File: src/rtl/traffic_pkg.sv
`default_nettype none
// ============================================================================
// Module  : traffic_pkg
// Purpose : Phase, state, fault-code and 7-segment definitions shared by the
//           traffic-light monitor and its digit decoder.
// Rev     : 1.0  initial release
// ============================================================================
package traffic_pkg;

  localparam logic [1:0] PH_GREEN  = 2'd0;
  localparam logic [1:0] PH_YELLOW = 2'd1;
  localparam logic [1:0] PH_RED    = 2'd2;

  typedef enum logic [1:0] {
    IDLE  = 2'd0,
    RUN   = 2'd1,
    FAULT = 2'd2
  } state_e;

  localparam logic [1:0] FLT_NONE = 2'd0;
  localparam logic [1:0] FLT_GYR  = 2'd1;
  localparam logic [1:0] FLT_SEQ  = 2'd2;
  localparam logic [1:0] FLT_CNT  = 2'd3;

  // Active-low segment patterns, bit order {g,f,e,d,c,b,a}
  localparam logic [6:0] SEG_0     = 7'h40;
  localparam logic [6:0] SEG_1     = 7'h79;
  localparam logic [6:0] SEG_2     = 7'h24;
  localparam logic [6:0] SEG_3     = 7'h30;
  localparam logic [6:0] SEG_4     = 7'h19;
  localparam logic [6:0] SEG_5     = 7'h12;
  localparam logic [6:0] SEG_6     = 7'h02;
  localparam logic [6:0] SEG_7     = 7'h78;
  localparam logic [6:0] SEG_8     = 7'h00;
  localparam logic [6:0] SEG_9     = 7'h10;
  localparam logic [6:0] SEG_E     = 7'h06;
  localparam logic [6:0] SEG_BLANK = 7'h7F;

  localparam logic [3:0] DIGIT_E = 4'hE;

  function automatic logic [1:0] next_phase(input logic [1:0] ph);
    logic [1:0] nxt;
    case (ph)
      PH_GREEN:  nxt = PH_YELLOW;
      PH_YELLOW: nxt = PH_RED;
      default:   nxt = PH_GREEN;
    endcase
    return nxt;
  endfunction

endpackage
`default_nettype wire

File: src/rtl/seg7_decoder.sv
`default_nettype none
// ============================================================================
// Module  : seg7_decoder
// Purpose : Combinational digit-to-7-segment decoder; 0-9 and E, else blank.
// Rev     : 1.0  initial release
// ============================================================================
module seg7_decoder
  import traffic_pkg::*;
(
  input  logic [3:0] digit,
  input  logic       blank,
  output logic [6:0] seg
);

  always_comb begin
    seg = SEG_BLANK;
    if (!blank) begin
      case (digit)
        4'd0:    seg = SEG_0;
        4'd1:    seg = SEG_1;
        4'd2:    seg = SEG_2;
        4'd3:    seg = SEG_3;
        4'd4:    seg = SEG_4;
        4'd5:    seg = SEG_5;
        4'd6:    seg = SEG_6;
        4'd7:    seg = SEG_7;
        4'd8:    seg = SEG_8;
        4'd9:    seg = SEG_9;
        DIGIT_E: seg = SEG_E;
        default: seg = SEG_BLANK;
      endcase
    end
  end

endmodule
`default_nettype wire

File: src/rtl/traffic_light_monitor.sv
`default_nettype none
// ============================================================================
// Module  : traffic_light_monitor
// Purpose : Checks the controller's phase/countdown stream, drives lamps and
//           a two-digit countdown, and latches faults into a blinking display.
// Rev     : 1.0  initial release
// ============================================================================
module traffic_light_monitor
  import traffic_pkg::*;
#(
  parameter int G_MAX     = 16,
  parameter int Y_MAX     = 6,
  parameter int R_MAX     = 11,
  parameter int BLINK_DIV = 8
) (
  input  logic       clk,
  input  logic       reset,
  input  logic [3:0] count,
  input  logic [2:0] gyr,
  input  logic       clr_fault,
  output logic       lamp_g,
  output logic       lamp_y,
  output logic       lamp_r,
  output logic [6:0] seg_tens,
  output logic [6:0] seg_ones,
  output logic       fault,
  output logic [1:0] fault_code,
  output logic [7:0] cycle_cnt
);

  localparam logic [4:0] C_G_LIM      = 5'(G_MAX);
  localparam logic [4:0] C_Y_LIM      = 5'(Y_MAX);
  localparam logic [4:0] C_R_LIM      = 5'(R_MAX);
  localparam logic [4:0] C_TIMER_SAT  = 5'h1F;
  localparam logic [7:0] C_BLINK_LAST = 8'(BLINK_DIV - 1);
  localparam logic [7:0] C_CYCLE_SAT  = 8'hFF;

  // Input sample stage
  logic [3:0] s_count_d, s_count_q;
  logic [2:0] s_gyr_d,   s_gyr_q;
  logic       s_clr_d,   s_clr_q;
  logic       s_valid_d, s_valid_q;

  // Monitor state
  state_e     state_d,      state_q;
  logic [1:0] phase_d,      phase_q;
  logic [3:0] prev_count_d, prev_count_q;
  logic [4:0] timer_d,      timer_q;
  logic [1:0] code_d,       code_q;
  logic [7:0] cycle_cnt_d,  cycle_cnt_q;
  logic [7:0] blink_cnt_d,  blink_cnt_q;
  logic       blink_d,      blink_q;

  // Registered outputs
  logic       lamp_g_d,   lamp_g_q;
  logic       lamp_y_d,   lamp_y_q;
  logic       lamp_r_d,   lamp_r_q;
  logic [6:0] seg_tens_d, seg_tens_q;
  logic [6:0] seg_ones_d, seg_ones_q;
  logic       fault_d,    fault_q;

  logic       gyr_bad;
  logic [1:0] s_phase;
  logic [3:0] exp_count;
  logic [4:0] timer_lim;
  logic       viol;
  logic [1:0] viol_code;

  logic [3:0] tens_digit, ones_digit;
  logic       tens_blank, ones_blank;

  always_comb begin
    s_count_d = count;
    s_gyr_d   = gyr;
    s_clr_d   = clr_fault;
    s_valid_d = 1'b1;
  end

  always_ff @(posedge clk) begin
    s_count_q <= s_count_d;
    s_gyr_q   <= s_gyr_d;
    s_clr_q   <= s_clr_d;
  end

  assign gyr_bad   = (s_gyr_q > 3'd2);
  assign s_phase   = s_gyr_q[1:0];
  assign exp_count = prev_count_q - 4'd1;

  always_comb begin
    case (phase_q)
      PH_GREEN:  timer_lim = C_G_LIM;
      PH_YELLOW: timer_lim = C_Y_LIM;
      default:   timer_lim = C_R_LIM;
    endcase
  end

  always_comb begin
    state_d      = state_q;
    phase_d      = phase_q;
    prev_count_d = prev_count_q;
    timer_d      = timer_q;
    code_d       = code_q;
    cycle_cnt_d  = cycle_cnt_q;
    blink_cnt_d  = blink_cnt_q;
    blink_d      = blink_q;
    viol         = 1'b0;
    viol_code    = FLT_NONE;

    case (state_q)
      IDLE: begin
        if (s_valid_q) begin
          if (gyr_bad) begin
            viol      = 1'b1;
            viol_code = FLT_GYR;
          end else begin
            state_d      = RUN;
            phase_d      = s_phase;
            prev_count_d = s_count_q;
            timer_d      = 5'd1;
          end
        end
      end

      RUN: begin
        if (gyr_bad) begin
          viol      = 1'b1;
          viol_code = FLT_GYR;
        end else if (s_phase != phase_q) begin
          if (s_phase != next_phase(phase_q)) begin
            viol      = 1'b1;
            viol_code = FLT_SEQ;
          end else begin
            phase_d      = s_phase;
            prev_count_d = s_count_q;
            timer_d      = 5'd1;
            if (phase_q == PH_RED && cycle_cnt_q != C_CYCLE_SAT) begin
              cycle_cnt_d = cycle_cnt_q + 8'd1;
            end
          end
        end else if (s_count_q != exp_count) begin
          viol      = 1'b1;
          viol_code = FLT_CNT;
        end else if (timer_q >= timer_lim) begin
          viol      = 1'b1;
          viol_code = FLT_CNT;
        end else begin
          prev_count_d = s_count_q;
          if (timer_q != C_TIMER_SAT) begin
            timer_d = timer_q + 5'd1;
          end
        end
      end

      FAULT: begin
        // Only a clear is acted on here; a bad encoding in the same sample re-latches
        if (s_clr_q) begin
          if (gyr_bad) begin
            viol      = 1'b1;
            viol_code = FLT_GYR;
          end else begin
            state_d = IDLE;
            code_d  = FLT_NONE;
          end
        end
      end

      default: state_d = IDLE;
    endcase

    if (viol) begin
      state_d     = FAULT;
      code_d      = viol_code;
      blink_cnt_d = 8'd0;
      blink_d     = 1'b1;
    end else if (state_q == FAULT && state_d == FAULT) begin
      if (blink_cnt_q == C_BLINK_LAST) begin
        blink_cnt_d = 8'd0;
        blink_d     = ~blink_q;
      end else begin
        blink_cnt_d = blink_cnt_q + 8'd1;
      end
    end
  end

  always_comb begin
    lamp_g_d   = 1'b0;
    lamp_y_d   = 1'b0;
    lamp_r_d   = 1'b0;
    fault_d    = 1'b0;
    tens_digit = 4'd0;
    ones_digit = 4'd0;
    tens_blank = 1'b1;
    ones_blank = 1'b1;

    case (state_d)
      RUN: begin
        lamp_g_d   = (s_phase == PH_GREEN);
        lamp_y_d   = (s_phase == PH_YELLOW);
        lamp_r_d   = (s_phase == PH_RED);
        ones_blank = 1'b0;
        if (s_count_q >= 4'd10) begin
          tens_digit = 4'd1;
          tens_blank = 1'b0;
          ones_digit = s_count_q - 4'd10;
        end else begin
          ones_digit = s_count_q;
        end
      end
      FAULT: begin
        lamp_y_d   = blink_d;
        fault_d    = 1'b1;
        tens_digit = DIGIT_E;
        tens_blank = 1'b0;
        ones_digit = {2'b00, code_d};
        ones_blank = 1'b0;
      end
      default: ;
    endcase
  end

  seg7_decoder u_seg_tens (
    .digit (tens_digit),
    .blank (tens_blank),
    .seg   (seg_tens_d)
  );

  seg7_decoder u_seg_ones (
    .digit (ones_digit),
    .blank (ones_blank),
    .seg   (seg_ones_d)
  );

  always_ff @(posedge clk) begin
    if (!reset) begin
      s_valid_q    <= 1'b0;
      state_q      <= IDLE;
      phase_q      <= PH_GREEN;
      prev_count_q <= 4'd0;
      timer_q      <= 5'd0;
      code_q       <= FLT_NONE;
      cycle_cnt_q  <= 8'd0;
      blink_cnt_q  <= 8'd0;
      blink_q      <= 1'b0;
      lamp_g_q     <= 1'b0;
      lamp_y_q     <= 1'b0;
      lamp_r_q     <= 1'b0;
      seg_tens_q   <= SEG_BLANK;
      seg_ones_q   <= SEG_BLANK;
      fault_q      <= 1'b0;
    end else begin
      s_valid_q    <= s_valid_d;
      state_q      <= state_d;
      phase_q      <= phase_d;
      prev_count_q <= prev_count_d;
      timer_q      <= timer_d;
      code_q       <= code_d;
      cycle_cnt_q  <= cycle_cnt_d;
      blink_cnt_q  <= blink_cnt_d;
      blink_q      <= blink_d;
      lamp_g_q     <= lamp_g_d;
      lamp_y_q     <= lamp_y_d;
      lamp_r_q     <= lamp_r_d;
      seg_tens_q   <= seg_tens_d;
      seg_ones_q   <= seg_ones_d;
      fault_q      <= fault_d;
    end
  end

  assign lamp_g     = lamp_g_q;
  assign lamp_y     = lamp_y_q;
  assign lamp_r     = lamp_r_q;
  assign seg_tens   = seg_tens_q;
  assign seg_ones   = seg_ones_q;
  assign fault      = fault_q;
  assign fault_code = code_q;
  assign cycle_cnt  = cycle_cnt_q;

endmodule
`default_nettype wire

File: config.mk
export PLATFORM = sky130hd
export DESIGN_NAME = traffic_light_monitor
export DESIGN_NICKNAME = d
export VERILOG_FILES = /design/src/rtl/traffic_pkg.sv /design/src/rtl/seg7_decoder.sv /design/src/rtl/traffic_light_monitor.sv
export SDC_FILE = /design/constraint.sdc
export NUM_CORES = 1
export LEC_CHECK = 0
export ABC_AREA = 1
export BUFFER_PORTS_ARGS = -buffer_cell sky130_fd_sc_hd__buf_2
export CAP_MARGIN = 10
export CORE_ASPECT_RATIO = 2
export CORE_MARGIN = 3
export CORE_UTILIZATION = 55
export CTS_CLUSTER_SIZE = 28
export DETAILED_ROUTE_END_ITERATION = 12
export GPL_ROUTABILITY_DRIVEN = 0
export GPL_TIMING_DRIVEN = 0
export HOLD_SLACK_MARGIN = 0.12
export PLACE_DENSITY_LB_ADDON = 0.1
export SLEW_MARGIN = 20
export SYNTH_ARGS = -nofsm -noshare
export SYNTH_HDL_FRONTEND = slang
export SYNTH_HIERARCHICAL = 1
export SYNTH_SLANG_ARGS = --single-unit
File: constraint.sdc
create_clock -name clk -period 4.32 [get_ports clk]
set_clock_uncertainty 0.2 [all_clocks]
set_input_delay 0.648 -clock clk [delete_from_list [all_inputs] [get_ports clk]]
set_output_delay 0.648 -clock clk [all_outputs]
set_load 0.01 [all_outputs]
-- After elaboration in Yosys (flattened, before gate mapping)
Memories as Yosys holds them, arrays and structs flattened. A register that Yosys moved wholly into a read port is not among the register bits.
Cells that the tools add are included.
- bits of input ports: 10
- bits in read-only memories: 224
- output and inout bits: 28
- memories kept: 2
- flip-flop bits (word level): 45
- logic and storage cells: 139
- equal/unequal tests: 24
- mux-type cells: 69
- reduce and logical (&&, ||, !) cells: 16
- bitwise logic cells: 4
- add/subtract/negate cells: 5
- order comparisons: 3
- memory list (name ; words ; width ; read ports ; clocked after memory_dff ; wr ports ; RTL line ; text):
    (no name shown) ; 16 ; 7 ; 1 ; 1 ; 0 ; seg7_decoder.sv:18 ; case (digit)
    (no name shown) ; 16 ; 7 ; 1 ; 1 ; 0 ; seg7_decoder.sv:18 ;
- operator list (kind ; count):
    2-bit two-way mux ; 23
    5-bit two-way mux ; 8
    4-bit two-way mux ; 8
    4-bit one-hot mux with 2 select lines ; 3
    5-bit one-hot mux with 2 select lines ; 2
    1-bit two-way mux ; 17
    8-bit by 1-bit adder with 8-bit output (second input constant) ; 2
    3-bit != test (second input constant) ; 4
    2-bit one-hot mux with 3 select lines ; 2
    2-bit == test (second input constant) ; 5
    2-bit != test (second input constant) ; 5
    2-bit by 1-bit == test with 1-bit output (second input constant) ; 4
    8-bit by 3-bit == test with 1-bit output (second input constant) ; 1
    8-bit two-way mux ; 1
    8-bit != test (second input constant) ; 1
    2-bit one-hot mux with 2 select lines ; 2
    8-bit AND reduction ; 1
    7-bit AND reduction ; 1
    2-bit zero test ; 3
    6-bit AND reduction ; 1
    2-bit OR reduction ; 3
    5-bit by 1-bit adder with 5-bit output (second input constant) ; 1
    5-bit >= comparator ; 1
    5-bit != test (second input constant) ; 1
    other kinds (14) ; 21

-- Depth between registers and ports, before layout
Gate-level depths: netlist of the first run.
- depth after elaboration: 15
- depth in mapped cells: 28
- gate-level depth less buffers: 28

-- By module
The synthesis of the first run kept the hierarchy.
- by module, submodules not included (module ; area an instance (sq um) ; cells an instance ; sequential area each (sq um) ; times used):
    traffic_light_monitor ; 2783.9 ; 373 ; 1181.1 ; 1
    seg7_decoder ; 215.2 ; 40 ; 0.0 ; 2

-- Worst setup path before layout of the first run
No wires, ideal clock.
- path type: register -> register
- start: reg phase_q[1]
- end: reg seg_ones_q[3], in the netlist seg_ones[3]
- data arrival time: 3.232 ns
- path buffers: 2
- cell stages (with the launch flop): 26
- required time: 3.997 ns
- library setup time: 0.123 ns
- setup slack: 0.764 ns
- clock period less this slack: 3.556 ns
- cells stage by stage: dfxtp_1 -> dlygate4sd1_1 -> ha_1 -> inv_1 -> nand2_1 -> nand2_1 -> nand2_1 -> nand2_1 -> nand2_1 -> inv_1 -> nand2_1 -> nand2_4 -> nand2_2 -> buf_6 -> ha_1 -> nor2_1 -> inv_1 -> a21oi_1 -> o21ai_0 -> nand2_1 -> inv_1 -> ha_1 -> nand2_1 -> nand3_1 -> nand3_1 -> or2_2
- elaborated cells on any way between the ends: 30
- classes of those cells: order compare: 1; eq/ne: 5; mux: 20; reduce/logical: 4
- RTL lines (item ; RTL line ; text):
    start, declared ; traffic_light_monitor.sv:46 ; logic [1:0] phase_d, phase_q;
    start signal, assigned ; traffic_light_monitor.sv:253 ; phase_q <= phase_d;
    branches (longest 12 deep; another with 5-bit >= comparator) ; - ;
    4-bit one-hot mux with 2 select lines (*) ; traffic_light_monitor.sv:195 ; case (state_d)
    net ones_digit[1] ; traffic_light_monitor.sv:69 ; logic [3:0] tens_digit, ones_digit;
    end, declared ; traffic_light_monitor.sv:59 ; logic [6:0] seg_ones_d, seg_ones_q;
Mark *: on every way through the listed nets, which the timed path passes. The select of a mux whose other input is x is not followed.
A chain may end at the register's enable or synchronous reset.

-- Worst setup path after layout of the first run
Ends and elaborated chain as after synthesis.

==> flow_summary_export.csv, run 1 <==
group,metric,value,unit
outcome,status,"finished, final reports clean",
setup_path,crit_buf_inv,6,
setup_path,crit_slowest_cell,"dfxtp_2",
timing,finalWorstSetupSlack,0.296,ns
timing,min_period,4.02,ns
setup_path,worstPathArrival,4.05,ns
timing,tightest_slew,0.657,ns
global_routing,grt.total_usage,22.0,%
timing,maxClockFrequency,0.249,GHz
clock_tree,cts_tree,"yes",
clock_tree,cts_buffers,9,
timing,report.final.setup_viol,0,
pwr,ir_drop,0.354,mV
layout,final_cell_mix,"109 x nand2_1, 65 x inv_1, 57 x dfxtp_1, 38 x nor2_1, 37 x buf_2",
die,dieArea,6850,sq um
pwr,power.density,394,nW/um^2
synth,syn-cell-area,3210,sq um
setup_path,critical_path.top_delay_family,"simple AND/OR/NAND/NOR gates",
placed_design,placement.setup.worst_slack,0.158,ns
drt,dr.pass1.iters,4,
timing,slew_headroom,56.1,%
placed_design,dp.cells,550,
setup_path,crit_path_start_kind,"register",
setup_path,worstPathMaxFanout,10,
pwr,power.leakage,1.80,nW
die,dieHeight,114,um
setup_path,critPathMaxStageDelay,0.37,ns
die,core-area,5560,sq um
clock_tree,clk_pin_slew,0.07,ns
placed_design,dpl.hpwl,5260,um
synth,synthFlopType,"dfxtp_1",
drt,drc_errors,0,
drt,ant_nets,0,
drt,wl_met1,2610,um
layout,num_antenna_cells,0,
clock_tree,cts_sinks,59,
global_routing,grt_max_degree,18,
worst_hold_path,hp-class,"primary input to register",
die,ios,38,
synth,synth_edf_count,0,
layout,fillers,508,
pwr,total_power,1.48,mW
synth,synth-seq-cells,59,
timing,drv_slew,0,
global_routing,overflow,0,
die,start_util,57.8,%
clock_tree,hold_buffers,0,
global_routing,first_global_vias,2841,
drt,vias,2974,
setup_path,critPathRequiredTime,4.34,ns
setup_path,critPathCaptureType,"register",
clock_tree,h-tree-depth,3,
run,maxCapViolations,0,
layout,final_common_cell,"nand2_1",
synth,synth_nets,486,
layout,fin_cells,568,
synth,syn_area_per_cell,7.10,sq um
timing,hold_viol,0,
setup_path,worstSetupPathType,"register to register",
timing,fin_tns_setup,0,ns
synth,synth-warning-count,6,
drt,drt-wirelength-per-cell,11.8,um
synth,synthTopCellsByArea,"dfxtp_1 37%, nand2_1 13%, ha_1 9.0%",
clock_tree,cts_root_buf,"clkbuf_8",
timing,period_share,93.1,%
clock_tree,clock_latency,0.34,ns
synth,syn_inst,453,
drt,vias_per_cell,5.24,
die,rows,38,
drt,dr.max_layer_used,"met4",
global_routing,antenna_found_initial,0,
drt,drtIter0Drc,86,
layout,area_delta_synth_final,16.4,%
synth,yosysTopAreaCellShare,36.7,%
drt,drt_wl_total,6710,um
layout,final_nets,536,
drt,wl_met3,261,um
layout,drive_gt1_share,19.3,%
synth,synth_top_area_cell,"dfxtp_1",
global_routing,grt_pass1_wl,11700,um
setup_path,path_common_cell,"nand2_1",
clock_tree,clk_path_buf_depth,2,
die,die_w,60.1,um
synth,ys_async_sr_fraction,0,%
drt,dr_wl_met2,3620,um
synth,synth-seq-area-share,36.7,%
placed_design,io_buffers,37,
synth,ys_types,37,
-- power breakdown --
part	switching [mW]	internal (mW)
Sequential	0.0195	0.584
Combinational	0.185	0.121
Clock	0.212	0.353
Total	0.417	1.06
-- flip-flops by register name, indices dropped and copies added (netlist names) --
| name | flops |
|---|---|
| fault_code | 2 |
| lamp_y | 1 |
| prev_count_q | 4 |
| cycle_cnt | 8 |
| lamp_g | 1 |
| fault | 1 |
| s_clr_q | 1 |
| lamp_r | 1 |
| blink_q | 1 |
| s_count_q | 4 |
| s_gyr_q | 3 |
| s_valid_q | 1 |
| seg_tens | 7 |
| seg_ones | 7 |
| phase_q | 2 |
| blink_cnt_q | 8 |
| state_q | 2 |
| timer_q | 5 |
-- worst reg2reg max path, delay by kind of cell (launching register included) --
family,cells,cell delay [ns]
flops,1,0.37
compound gates,2,0.19
buf+inv,6,0.80
fa+ha+maj,3,0.77
simple gates,14,1.57
-- kinds of logic (layout without fill, tap and decap cells) --
family                   count (synthesis)  count (layout)  synth area share (%)
AND/OR/NAND/NOR                        237             237                  34.7
buffers and inverters                   76             131                  9.46
flip-flops                              59              59                  36.7
AO/OA/AOI/OAI                           52              52                  8.52
adder cells (fa/ha/maj)                 23              23                  8.95
XOR/XNOR                                 6               6                  1.64
-- cell type report --
cell class,count,area (sq um),share of cell area (%)
Buffer,6,38.8,1.04
Tap cell,60,75.1,2.01
Timing Repair Buffer,39,200,5.35
Clock buffer,11,151,4.05
Multi-Input combinational cell,318,1750,46.8
Sequential cell,59,1180,31.6
Clock inverter,5,75.1,2.01
Inverter,70,265,7.09
-- metrics by stage --
stage               instance area (sq um)  hold slack [ns]  utilization [%]
floorplan                            3210            0.264                -
global placement                     3470            0.283             62.5
detailed placement                   3470            0.293             62.5
CTS                                  3700            0.191             66.5
global route                         3740            0.189             67.3
finish                               3740            0.204             67.3
-- final timing paths --
| path | startpoint | to | slack, ns | depth (start not counted) |
|---|---|---|---|---|
| setup reg to reg | phase_q[1]$_SDFFE_PN0P_ | seg_ones[3]$_SDFF_PN1_ | 0.30 | 25 |
| hold / removal | gyr[1] | s_gyr_q[1]$_DFF_P_ | 0.20 | 1 |
| hold reg to reg | blink_cnt_q[0]$_SDFFE_PP0N_ | blink_cnt_q[0]$_SDFFE_PP0N_ | 0.30 | 2 |
| setup / recovery | phase_q[1]$_SDFFE_PN0P_ | seg_ones[3]$_SDFF_PN1_ | 0.30 | 25 |
-- metal layers --
layer	global-route usage, %	vias up
met4	13.0	0
met1	23.3	1333
met5	0	-
met2	37.2	67
li1	-	1553
met3	6.21	21
-- synth_stat cells (5+ instances only) --
cell     instances
or2_2           15
nand2_1        109
nor2_1          40
nor3_1          10
nand2_2          6
dfxtp_1         59
o21ai_1          5
nand4_1         11
nand3_1         32
inv_1           65
ha_1            23
a21oi_1         24
o21ai_0         17
-- repair_timing --
item / 4_1_cts / 5_1_grt
endpoints found under the setup margin: 0 / 12
buffers inserted: 0 / 2
resized for setup: 0 / 6
No activity file was read; power rests on OpenSTA's default activity.
==> run 2: changes to the inputs <==
--- a/config.mk
+++ b/config.mk
@@ -10,7 +10,7 @@
 export CAP_MARGIN = 10
 export CORE_ASPECT_RATIO = 2
 export CORE_MARGIN = 3
-export CORE_UTILIZATION = 55
+export CORE_UTILIZATION = 44
 export CTS_CLUSTER_SIZE = 28
 export DETAILED_ROUTE_END_ITERATION = 12
 export GPL_ROUTABILITY_DRIVEN = 0
==> run 2 against run 1 <==
Combinational power barely moved. Sequential power is essentially flat. Non-clock buffer count increased by 3. Cell count up 5.8%. Critical path depth fell by 3. Maximum frequency up 1.7%. First-iteration DRC count is 37% higher. Largest cell class unchanged. Clock power rose by 37%. Setup slack improved by 0.068 ns. Clock-buffer cell count increased by 1. Critical path type unchanged. Wire length is 4.3% higher.
==> flow_summary_export.csv, run 2 (synthesized netlist as in run 1, its figures left out) <==
group,metric,value,unit
timing,drv_slew,0,
run,maxCapViolations,0,
drt,vias,2966,
die,rows,43,
clock_tree,h-tree-depth,3,
timing,finalWorstSetupSlack,0.364,ns
clock_tree,clock_latency,0.33,ns
drt,drc_errors,0,
timing,maxClockFrequency,0.253,GHz
setup_path,worstPathMaxFanout,10,
die,die_w,66.4,um
layout,final_nets,539,
die,core-area,6990,sq um
drt,drt_wl_total,7000,um
layout,drive_gt1_share,19.4,%
outcome,status,"finished, final reports clean",
layout,multiInputGateArea,1750,sq um
layout,regArea,1180,sq um
timing,slew_headroom,58.0,%
layout,final_cell_mix,"109 x nand2_1, 65 x inv_1, 58 x dfxtp_1, 38 x nor2_1, 37 x buf_2",
pwr,power.density,433,nW/um^2
placed_design,dpl.hpwl,5460,um
drt,dr.pass1.iters,4,
global_routing,grt.total_usage,18.6,%
global_routing,grt_max_degree,18,
clock_tree,cts_root_buf,"clkbuf_16",
placed_design,io_buffers,37,
timing,min_period,3.96,ns
die,ios,38,
setup_path,worstPathArrival,3.97,ns
setup_path,critPathCaptureType,"register",
setup_path,crit_slowest_cell,"dfxtp_1",
layout,fillers,704,
setup_path,critPathRequiredTime,4.33,ns
timing,report.final.setup_viol,0,
clock_tree,cts_tree,"yes",
setup_path,crit_buf_inv,4,
setup_path,worstSetupPathType,"register to register",
setup_path,crit_path_start_kind,"register",
clock_tree,cts_buffers,9,
layout,area_delta_synth_final,21.3,%
die,dieHeight,127,um
timing,tightest_slew,0.628,ns
drt,drtIter0Drc,118,
global_routing,grt_pass1_wl,12200,um
setup_path,critical_path.top_delay_family,"simple AND/OR/NAND/NOR gates",
pwr,ir_drop,0.254,mV
clock_tree,cts_sinks,59,
die,dieArea,8430,sq um
layout,num_antenna_cells,0,
timing,period_share,91.6,%
layout,final_common_cell,"nand2_1",
setup_path,path_cells,"nor2_2 > inv_1 > ha_1 > a21oi_1 > nand3_1 > nor2_1 > nand2_1 > nand2_4 > nand4_1 > buf_4 > ha_4 > nor2_2 > inv_1 > a21oi_1 > o21ai_0 > nand2_1 > inv_1 > ha_1 > nand2_1 > nand3_1 > nand3_1 > or2_2",
global_routing,first_global_vias,2849,
clock_tree,clk_pin_slew,0.05,ns
placed_design,placement.setup.worst_slack,0.140,ns
drt,drt-wirelength-per-cell,11.6,um
global_routing,antenna_found_initial,0,
clock_tree,hold_buffers,0,
drt,ant_nets,0,
global_routing,overflow,0,
pwr,total_power,1.69,mW
pwr,power.leakage,1.85,nW
timing,hold_viol,0,
drt,vias_per_cell,4.94,
worst_hold_path,hp-class,"primary input to register",
setup_path,critPathMaxStageDelay,0.34,ns
die,start_util,46.0,%
clock_tree,clk_path_buf_depth,2,
==> run 2: where the power goes <==
group	leakage [nW]	internal, mW	switching, mW	total [mW]
Combinational	1.21	0.122	0.185	0.307
Clock	0.159	0.534	0.241	0.775
Sequential	0.485	0.585	0.0185	0.604
==> run 2: what timing repair did <==
action	CTS	global route
endpoints found under the setup margin	0	10
buffers inserted	0	5
gates resized for setup	0	4
==> run 2: worst reg2reg max path, stage by stage, from the launching register on <==
cell     delay [ns]
dfxtp_1        0.34
nor2_2         0.19
inv_1          0.06
ha_1           0.29
a21oi_1        0.13
nand3_1        0.09
nor2_1         0.10
nand2_1        0.09
nand2_4        0.13
nand4_1        0.20
buf_4          0.22
ha_4           0.22
nor2_2         0.15
inv_1          0.08
a21oi_1        0.10
o21ai_0        0.08
nand2_1        0.16
inv_1          0.13
ha_1           0.29
nand2_1        0.09
nand3_1        0.13
nand3_1        0.07
or2_2          0.28
==> run 2: area by class of cell <==
class / instances / area share (%)
Sequential cell: 59 / 30.3
Clock buffer: 12 / 6.58
Clock inverter: 4 / 1.86
Inverter: 70 / 6.81
Timing Repair Buffer: 42 / 5.71
Multi-Input combinational cell: 318 / 44.8
Tap cell: 90 / 2.89
Buffer: 6 / 0.995
==> run 2: stage by stage <==
stage	hold WS (ns)	instance area, sq um	TNS (ns)	util, %	instances
after floorplan	0.264	3210	0	-	453
after global placement	0.287	3510	0	50.2	580
after detailed placement	0.293	3510	0	50.2	580
after CTS	0.205	3840	0	54.9	596
after global routing	0.203	3900	-0.00869	55.7	601
final	0.216	3900	0	55.7	601
==> run 2: worst paths after layout <==
kind / startpoint / end / slack, ns / cells after the start
hold reg to reg: blink_cnt_q[0]$_SDFFE_PP0N_ / blink_cnt_q[0]$_SDFFE_PP0N_ / 0.30 / 2
setup / recovery: phase_q[0]$_SDFFE_PN0P_ / seg_ones[3]$_SDFF_PN1_ / 0.36 / 22
hold / removal: clr_fault / s_clr_q$_DFF_P_ / 0.22 / 1
setup reg to reg: phase_q[0]$_SDFFE_PN0P_ / seg_ones[3]$_SDFF_PN1_ / 0.36 / 22
==> run 2: metal layers <==
metal,global-route usage (%),up-vias,wire length [um]
met5,0,-,0
met4,11.6,0,257
met3,3.72,20,231
met2,33.6,61,3850
met1,18.6,1332,2660
li1,-,1553,-
==> run 3: changes to the inputs <==
--- a/config.mk
+++ b/config.mk
@@ -17,6 +17,7 @@
 export GPL_TIMING_DRIVEN = 0
 export HOLD_SLACK_MARGIN = 0.12
 export PLACE_DENSITY_LB_ADDON = 0.1
+export REMOVE_ABC_BUFFERS = 1
 export SLEW_MARGIN = 20
 export SYNTH_ARGS = -nofsm -noshare
 export SYNTH_HDL_FRONTEND = slang
==> constraint.sdc (replaced) <==
create_clock -name clk -period 3.9 [get_ports clk]
set_clock_uncertainty 0.2 [all_clocks]
set_input_delay 0.585 -clock clk [delete_from_list [all_inputs] [get_ports clk]]
set_output_delay 0.585 -clock clk [all_outputs]
set_load 0.01 [all_outputs]
==> run 3 against run 2 <==
Clock-buffer cell count increased by 2. Setup slack worse by 0.096 ns. Non-clock buffer count increased by 3. Largest cell class unchanged. Register-to-register slack got worse by 0.096 ns. Core utilization up 1.1 points. Sequential share of layout area decreased by 0.47 points. Combinational power rose by 22%.
==> flow_summary_export.csv, run 3 (synthesized netlist as in run 1, its figures left out) <==
group,metric,value,unit
global_routing,antenna_found_initial,0,
run,maxCapViolations,0,
setup_path,reg2reg_to,"seg_ones[3]$_SDFF_PN1_",
timing,tightest_slew,0.744,ns
pwr,power.density,443,nW/um^2
setup_path,critPathMaxStageDelay,0.39,ns
global_routing,grt.busiest_layer,"met2",
clock_tree,cts_sinks,59,
layout,final_area,3980,sq um
layout,drive_gt1_share,24.5,%
global_routing,met2_usage,35.4,%
layout,area_delta_synth_final,23.7,%
layout,multiInputGateArea,1840,sq um
placed_design,dpl.hpwl,5500,um
setup_path,critPathLaunch,"phase_q[1]$_SDFFE_PN0P_",
pwr,p_sw,0.503,mW
placed_design,io_buffers,37,
layout,final_nets,542,
die,core-area,6990,sq um
timing,period_share,93.1,%
global_routing,overflow,0,
timing,hold_viol,0,
clock_tree,cts_buffers,9,
worst_hold_path,hp-start,"count[2]",
layout,fillers,692,
timing,slew_headroom,50.4,%
clock_tree,clk_pin_slew,0.05,ns
clock_tree,h-tree-depth,3,
drt,ant_nets,0,
outcome,status,"finished, final reports clean",
pwr,combinationalPowerShare,21.3,%
global_routing,first_global_vias,2911,
timing,fin_tns_setup,0,ns
setup_path,crit_slowest_cell,"dfxtp_4",
setup_path,worstReg2RegStart,"phase_q[1]$_SDFFE_PN0P_",
layout,regArea,1190,sq um
global_routing,grt.total_usage,19.4,%
pwr,p_seq_share,38.1,%
pwr,ir_drop,0.256,mV
die,die_w,66.4,um
pwr,p_int,1.26,mW
die,rows,43,
timing,min_period,3.63,ns
setup_path,rrSetupSlack,0.27,ns
layout,final_common_cell,"nand2_1",
setup_path,critPathCaptureType,"register",
layout,final_cell_mix,"104 x nand2_1, 60 x inv_1, 56 x dfxtp_1, 37 x buf_2, 36 x nor2_1",
drt,vias,3005,
pwr,p_clk_share,40.7,%
drt,drt-wirelength-per-cell,12.2,um
drt,vias_per_cell,4.98,
layout,fin_cells,604,
die,dieArea,8430,sq um
timing,maxClockFrequency,0.275,GHz
timing,report.final.setup_viol,0,
global_routing,grt_pass1_wl,12400,um
die,start_util,46.0,%
drt,drt_wl_total,7390,um
layout,finish.utilization,56.8,%
drt,drc_errors,0,
placed_design,place_area,3470,sq um
placed_design,dp.cells,574,
setup_path,worstPathMaxFanout,6,
setup_path,crit_end,"seg_ones[3]$_SDFF_PN1_",
clock_tree,clock_latency,0.33,ns
setup_path,critPathRequiredTime,3.92,ns
pwr,power.leakage,1.86,nW
clock_tree,clk_path_buf_depth,2,
global_routing,grt_use_met1,17.8,%
layout,num_antenna_cells,0,
pwr,swShare,28.5,%
setup_path,r2r_cells,28,
clock_tree,cts_tree,"yes",
setup_path,crit_path_start_kind,"register",
global_routing,grt_max_degree,26,
global_routing,grtUsageMet3,5.05,%
clock_tree,cts_root_buf,"clkbuf_16",
die,dieHeight,127,um
die,ios,38,
timing,drv_slew,0,
worst_hold_path,hp-class,"primary input to register",
setup_path,worstSetupPathType,"register to register",
setup_path,worstPathArrival,3.65,ns
drt,dr.pass1.iters,4,
drt,drtIter0Drc,110,
run 3: changes by cell type in the layout (fill, tap and decap cells not counted), sizes merged:
cell         delta
clkinvlp        -1
bufinv          -2
clkinv          +1
dlygate4sd1     -1
clkbuf          -1
buf             +7
run 3: how the worst min path moves through the flow:
stage | to | slack, ns | cells past startpoint
after floorplan | blink_cnt_q[0]$_SDFFE_PP0N_ | 0.26 | 2
after detailed placement | blink_cnt_q[0]$_SDFFE_PP0N_ | 0.30 | 2
after global routing | s_count_q[1]$_DFF_P_ | 0.14 | 1
after global placement | blink_cnt_q[0]$_SDFFE_PP0N_ | 0.29 | 2
final | s_count_q[2]$_DFF_P_ | 0.15 | 1
after CTS | s_count_q[0]$_DFF_P_ | 0.14 | 1
run 3: per-stage QoR:
step | total power, mW | worst slack [ns] | hold WS, ns
floorplan | 0.916 | 0.357 | 0.264
global placement | 1.00 | -0.448 | 0.287
detailed placement | 1.01 | -0.493 | 0.298
CTS | 1.76 | 0.00123 | 0.138
global route | 1.87 | -0.00270 | 0.144
finish | 1.76 | 0.268 | 0.155
run 3: layout make-up:
| cell class | instances | share of cell area (%) |
|---|---|---|
| clock buffer | 14 | 6.64 |
| tap | 90 | 2.83 |
| inverter | 70 | 6.74 |
| multi-input combinational | 318 | 46.4 |
| sequential | 59 | 29.9 |
| timing repair buffer | 51 | 7.30 |
| clock inverter | 2 | 0.252 |
run 3: metal layers:
layer,vias up,part of all wire (%)
li1,1560,-
met1,1355,35
met2,69,56
met3,21,4.5
met4,0,3.6
met5,-,0
run 3: power groups by stage:
stage | sequential [mW] | clock [mW] | combinational [mW]
6_report | 0.671 | 0.717 | 0.375
5_1_grt | 0.675 | 0.766 | 0.428
4_1_cts | 0.670 | 0.741 | 0.353
3_5_place_dp | 0.681 | 0 | 0.329
3_3_place_gp | 0.681 | 0 | 0.322
2_1_floorplan | 0.693 | 0 | 0.223
run 3: what timing repair did:
action / 4_1_cts / 5_1_grt
pin swaps: 5 / 9
hold buffers: 0 / 0
buffers inserted: 7 / 7
gates resized for setup: 13 / 20
endpoints found under the setup margin: 14 / 13
run 3: critical path: cells and delay by family (launching register included):
family | cells | cell delay [ns]
compound gates | 2 | 0.19
fa+ha+maj | 3 | 0.59
buf+inv | 8 | 0.61
flops | 1 | 0.39
simple gates | 15 | 1.55
